File: config.mk
export PLATFORM = sky130hd
export DESIGN_NAME = imem_dmem_arbiter
export DESIGN_NICKNAME = d
export VERILOG_FILES = /design/src/rtl/imem_dmem_arbiter.sv
export SDC_FILE = /design/constraint.sdc
export NUM_CORES = 1
export LEC_CHECK = 0
export BUFFER_PORTS_ARGS = -buffer_cell sky130_fd_sc_hd__buf_4
export CAP_MARGIN = 25
export CORE_AREA = 3 3 105 107
export DETAILED_ROUTE_END_ITERATION = 7
export DIE_AREA = 0 0 108 110
export GPL_ROUTABILITY_DRIVEN = 0
export SLEW_MARGIN = 20
export SYNTH_ARGS = -nofsm -noshare
export SYNTH_HDL_FRONTEND = slang
export SYNTH_SLANG_ARGS = --single-unit
File: constraint.sdc
create_clock -name clk -period 5.55 [get_ports clk]
set_clock_uncertainty 0.1 [all_clocks]
set_input_delay 1.3875 -clock clk [delete_from_list [all_inputs] [get_ports clk]]
set_output_delay 1.3875 -clock clk [all_outputs]
set_load 0.02 [all_outputs]
File: src/rtl/imem_dmem_arbiter.sv
// Fixed-priority arbiter sharing one single-port memory between the LSU (m0) and
// instruction fetch (m1), with a starvation guard for m1 and owner-tagged read responses.
module imem_dmem_arbiter #(
    parameter int unsigned ADDR_W     = 32,
    parameter int unsigned DATA_W     = 32,
    parameter int unsigned STARVE_LIM = 4
) (
    input  logic              clk,
    input  logic              rst,

    input  logic              m0_req,
    input  logic              m0_we,
    input  logic [3:0]        m0_be,
    input  logic [ADDR_W-1:0] m0_addr,
    input  logic [DATA_W-1:0] m0_wdata,
    output logic              m0_gnt,
    output logic              m0_rvalid,
    output logic [DATA_W-1:0] m0_rdata,

    input  logic              m1_req,
    input  logic [ADDR_W-1:0] m1_addr,
    output logic              m1_gnt,
    output logic              m1_rvalid,
    output logic [DATA_W-1:0] m1_rdata,

    output logic              mem_en,
    output logic              mem_we,
    output logic [3:0]        mem_be,
    output logic [ADDR_W-1:0] mem_addr,
    output logic [DATA_W-1:0] mem_wdata,
    input  logic [DATA_W-1:0] mem_rdata
);

    localparam int unsigned     CntW      = $clog2(STARVE_LIM + 1);
    localparam logic [CntW-1:0] StarveLim = CntW'(STARVE_LIM);

    logic [CntW-1:0] starve_cnt_q, starve_cnt_d;
    logic            resp_pend_q, resp_pend_d;
    logic            resp_owner_q, resp_owner_d;
    logic            starve_hit;

    // Grants are gated by rst so nothing reaches memory while reset is held.
    always_comb begin
        starve_hit = (starve_cnt_q == StarveLim);
        m1_gnt     = rst & m1_req & (starve_hit | ~m0_req);
        m0_gnt     = rst & m0_req & ~m1_gnt;
    end

    always_comb begin
        mem_en    = m0_gnt | m1_gnt;
        mem_we    = 1'b0;
        mem_be    = 4'h0;
        mem_addr  = '0;
        mem_wdata = '0;
        if (m0_gnt) begin
            mem_we    = m0_we;
            mem_be    = m0_be;
            mem_addr  = m0_addr;
            mem_wdata = m0_wdata;
        end else if (m1_gnt) begin
            mem_be    = 4'hF;
            mem_addr  = m1_addr;
        end
    end

    always_comb begin
        resp_pend_d  = mem_en & ~mem_we;
        resp_owner_d = m1_gnt;
        starve_cnt_d = starve_cnt_q;
        if (!m1_req || m1_gnt) begin
            starve_cnt_d = '0;
        end else if (!starve_hit) begin
            starve_cnt_d = starve_cnt_q + CntW'(1);
        end
    end

    always_ff @(posedge clk or negedge rst) begin
        if (!rst) begin
            starve_cnt_q <= '0;
            resp_pend_q  <= 1'b0;
            resp_owner_q <= 1'b0;
        end else begin
            starve_cnt_q <= starve_cnt_d;
            resp_pend_q  <= resp_pend_d;
            resp_owner_q <= resp_owner_d;
        end
    end

    always_comb begin
        m0_rvalid = resp_pend_q & ~resp_owner_q;
        m1_rvalid = resp_pend_q & resp_owner_q;
        m0_rdata  = m0_rvalid ? mem_rdata : '0;
        m1_rdata  = m1_rvalid ? mem_rdata : '0;
    end

endmodule

Word level (Yosys, flattened, before mapping)
Cells that the tools add are included.

Register bits: 5. Input port bits: 137. Output and inout port bits: 138.

Add/sub/neg operators: 1. Eq/ne operators: 2. Mux-type cells: 10. Bitwise operators: 13. Reduce and logical (&&, ||, !) cells: 2.

Operators by type and width (number): $mux W32 (5); $mux W4 (2); $and A1 B1 Y1 (7); $mux W3 (2); $not A1 Y1 (4); $add A3 B1 Y3 const B (1); $eq A3 B3 Y1 const B (1); $ne A2 B1 Y1 const B (1); $or A1 B1 Y1 (2); $logic_not A1 Y1 (1); $logic_or A1 B1 Y1 (1); $mux W1 (1).

Logic depth before layout (Yosys ltp)
Word-level depth: 8. Depth in mapped cells: 7.

Worst setup path before layout
Ideal clock, no wire load.

Kind: input port to output port. Start: in rst. End: out mem_wdata[15]. Arrival time: 2.466 ns. Required time: 4.062 ns. Setup slack: 1.597 ns. Stages on the path: 5. Path buffers: 2. Path through: buf_2 nand2_1 a31oi_1 clkbuf_1 and2_1.

Word-level cells in the longest chain between the ends: 5.

RTL lines: from (decl) (line 9) `input logic rst,`; $and A1 B1 Y1 (2 in a row) (line 45) `m1_gnt = rst & m1_req & (starve_hit | ~m0_req);`; $not A1 Y1 (line 46) `m0_gnt = rst & m0_req & ~m1_gnt;`; $and A1 B1 Y1 * (line 46); via m0_gnt (line 16) `output logic m0_gnt,`; $mux W32 * (line 55) `if (m0_gnt) begin`; to (decl) (line 30) `output logic [DATA_W-1:0] mem_wdata,`.

Mark *: on every way through the listed nets, which the timed path passes. The rest lies on a longest branch.

Final worst setup path
Start: in rst. End: out mem_addr[18].

Word-level cells in the longest chain between the ends: 5.

RTL lines: $and A1 B1 Y1 (2 in a row) (line 45); $not A1 Y1 (line 46); $and A1 B1 Y1 (line 46); $mux W32 * (line 55); to (decl) (line 29) `output logic [ADDR_W-1:0] mem_addr,`.

Every way passes the cells marked *; elsewhere a longest branch is shown, timed or not.

==> run summary <==
The die is 110 um tall. Entering global routing, the biggest net connects 67 pins. For the number of levels in the clock H-tree, the log shows 1. The remaining number of nets flagged by the antenna check after routing came out at 0. For the storage element area, the log shows 125 um^2.

The worst path buffer plus inverter count is 3, and the global-route wire length before repair is 11500 um. The areal power density over the cells was 106 mW/mm^2. For the sequential area share after synthesis, the log shows 0.0935. The synthesized area is 0.00134 mm^2, and the setup fix buffers added after clock tree synthesis is 0.

The cell count after synthesis came out at 186. Max-slew headroom at the worst pin: 0.430. The worst hold path belongs to the class reg -> reg. The tools report the final max-slew violation count as 0. The run gives 2146 as the number of global-route vias before repair. Summing all multi-input logic gate instances after layout gives 0.00109 mm^2. The clock reaches the later pin of the worst-skew pair after 220 ps. The Yosys step of the flow raised 0 warnings.

After the first detailed-routing iteration, the DRC count stood at 160. The number of inserted filler cells in the final layout came out at 1075. Leaving out fill and tap cells, the most frequent cells in the layout are sky130_fd_sc_hd__buf_4, sky130_fd_sc_hd__and2_1, sky130_fd_sc_hd__and3_1. STA classifies the critical path startpoint as a primary input. The ratio of routed vias to standard cells is 4.06. From synthesis to final layout, the design area changed by 163%.

Largest incremental delay on the critical path: 480 ps. Among all stages on the critical path, the largest delay is contributed by sky130_fd_sc_hd__buf_4. Walking the worst path, the cells encountered are buf_4 -> nand2_1 -> a31oi_4 -> buf_4 -> a22o_1 -> buf_4. The most numerous cell type found on the critical path is sky130_fd_sc_hd__buf_4. The share of the clock period used by the worst path after layout was 0.762. The worst-margin pin slew is 856 ps.

The kind of cell adding the most delay to the critical path was buffers and inverters. After legalization and detailed placement, the total HPWL measured 7410 um. The kind of critical path is in -> out.

The flow ran to the end, and the final reports show no timing, DRC or antenna violations. For the first-pass iteration count of the detailed router, the log shows 4. After clock tree synthesis, the clock-pin slew on the worst setup and hold paths is 40 ps. The run gives 236 MHz as the top achievable clock speed.

The worst-path maximum fanout came out at 66. TritonCTS built the clock tree. The setup slack after placement is 1330 ps, and the shortest period the worst path allows is 4230 ps. Setup repair after global routing left no endpoint under its margin. The logs give 0 for the number of maximum-capacitance constraint violations and 0 for the post-cts resize count. Synthesis produced a netlist with a net count of 325.

Fraction of final layout cells with drive strength greater than 1: 0.642. For this run, design rule violations remaining after detail routing come to 0. The routed design has 8790 um of wire. The tools report the TritonCTS buffer count as 3. The root buffer cell is sky130_fd_sc_hd__clkbuf_8.

The number of hold buffers added after CTS was 0. The most common cell after layout, fill and taps aside is sky130_fd_sc_hd__buf_4. The number of flip-flops and latches in the synthesized netlist is 5, and the global-route usage over all layers is 0.122.

The total clock sinks came out at 5. The number of antenna violations at the first check in global routing is 0, and the total vias in the final route is 2353. Averaged over all synthesized cells, the footprint is 7.19 um^2. The die covers 0.0119 mm^2. After synthesis, the netlist uses 25 different library cells.

The logs give 2 for the buffer depth of the longest clock path and 0.0102 mm^2 for the placeable core area. Data arrives at the worst endpoint at 2740 ps. The run gives 0 as the final setup violation count. The I/O pin total was 275. The static leakage was 2.06 nW; the final routed wire length divided by cell count was 15.1 um.

The final net count was 584; the floorplan row count was 37. After routing, the total negative slack on setup checks comes to 0 ps. STA classifies the critical path endpoint as a primary output.

For the global-route congestion overflow total, the log shows 0. For the final hold violation count, the log shows 0. The die is 108 um wide. The final setup slack of the worst path was 1320 ps; the effective utilization at floorplan was 0.131.

The antenna diode instance count is 0. The worst voltage drop across the vdd grid was 0.0000928 V; the number of input and output port buffers inserted was 274. For the worst setup path, the data required time is 4060 ps.
[through the flow]
stage / cells / hold WS, ps / utilization / cell area [um^2] / total power (W)
after global routing: 580 / 593 / 0.343 / 3510 / 0.000397
after global placement: 576 / 526 / 0.339 / 3470 / 0.000304
after detailed placement: 576 / 547 / 0.339 / 3470 / 0.000306
after CTS: 580 / 556 / 0.343 / 3510 / 0.000376
after floorplan: 186 / 485 / - / 1340 / 0.000157
final: 580 / 552 / 0.343 / 3510 / 0.000373
[worst reg2reg max path, stage by stage (launching register included)]
cell	delay [ps]
sky130_fd_sc_hd__dfrtp_1	380
sky130_fd_sc_hd__inv_1	90
sky130_fd_sc_hd__ha_1	280
sky130_fd_sc_hd__a21bo_1	190
sky130_fd_sc_hd__and3_4	470
sky130_fd_sc_hd__o21bai_1	180
[area by class of cell]
| cell class | count | area share |
|---|---|---|
| Timing Repair Buffer | 276 | 0.590 |
| Multi-Input combinational cell | 156 | 0.310 |
| Tap cell | 136 | 0.0484 |
| Sequential cell | 5 | 0.0356 |
| Clock buffer | 4 | 0.0128 |
| Inverter | 3 | 0.00321 |
[state kept, by name (all words and copies together) (netlist names)]
register and cells:
resp_owner_q 1, resp_pend_q 1, starve_cnt_q 3
[worst paths after layout]
kind	startpoint	to	slack, ps	depth (start not counted)
min in group asynchronous	rst	starve_cnt_q[2]$_DFFE_PN0P_	900	1
min reg2reg	starve_cnt_q[0]$_DFFE_PN0P_	starve_cnt_q[0]$_DFFE_PN0P_	550	2
max reg2reg	starve_cnt_q[0]$_DFFE_PN0P_	resp_pend_q$_DFF_PN0_	3790	5
max in group asynchronous	rst	starve_cnt_q[0]$_DFFE_PN0P_	4300	1
max	rst	mem_addr[18]	1320	6
min	starve_cnt_q[0]$_DFFE_PN0P_	starve_cnt_q[0]$_DFFE_PN0P_	550	2
[power breakdown]
| group | internal, W | switching [W] |
|---|---|---|
| Clock | 0.0000494 | 0.0000193 |
| Sequential | 0.0000388 | 0.00000714 |
| Combinational | 0.000139 | 0.000119 |
| Total | 0.000227 | 0.000145 |
[cell usage after synthesis]
master,count,share of area
sky130_fd_sc_hd__o31a_1,1,0.0065
sky130_fd_sc_hd__nor3_1,1,0.0037
sky130_fd_sc_hd__a31o_2,4,0.026
sky130_fd_sc_hd__nand2_1,3,0.0084
sky130_fd_sc_hd__buf_6,3,0.025
sky130_fd_sc_hd__o211ai_1,1,0.0056
sky130_fd_sc_hd__ha_1,2,0.019
sky130_fd_sc_hd__a21boi_0,1,0.0056
sky130_fd_sc_hd__inv_1,3,0.0084
sky130_fd_sc_hd__and2_1,66,0.31
sky130_fd_sc_hd__nor2_1,4,0.011
sky130_fd_sc_hd__or3_1,1,0.0047
sky130_fd_sc_hd__a211oi_1,1,0.0056
sky130_fd_sc_hd__o21ai_0,1,0.0037
sky130_fd_sc_hd__buf_2,5,0.019
sky130_fd_sc_hd__a22o_1,32,0.21
sky130_fd_sc_hd__dfrtp_1,5,0.094
sky130_fd_sc_hd__a31oi_1,1,0.0047
sky130_fd_sc_hd__buf_4,4,0.022
sky130_fd_sc_hd__and3_1,33,0.15
sky130_fd_sc_hd__and3_4,1,0.0084
sky130_fd_sc_hd__clkbuf_1,10,0.028
sky130_fd_sc_hd__o21bai_1,1,0.0056
sky130_fd_sc_hd__nor2b_1,1,0.0047
sky130_fd_sc_hd__a21bo_1,1,0.0075
[metal layers]
| layer | wire length [um] | GRT usage | up-vias | part of all wire |
|---|---|---|---|---|
| li1 | - | - | 1172 | - |
| met1 | 3230 | 0.141 | 1033 | 0.37 |
| met2 | 4510 | 0.213 | 141 | 0.51 |
| met3 | 991 | 0.0478 | 7 | 0.11 |
| met4 | 53 | 0.0252 | 0 | 0.0060 |
| met5 | 0 | 0 | - | 0 |
[cell families (layout without fill, tap and decap cells)]
logic type	Yosys count	count (layout)	share of synthesized area
compound gates	44	44	0.281
fa+ha+maj	2	2	0.0187
buf+inv	25	283	0.103
flops	5	5	0.0935
simple gates	110	110	0.504
Power figures use the tool's default switching activity.
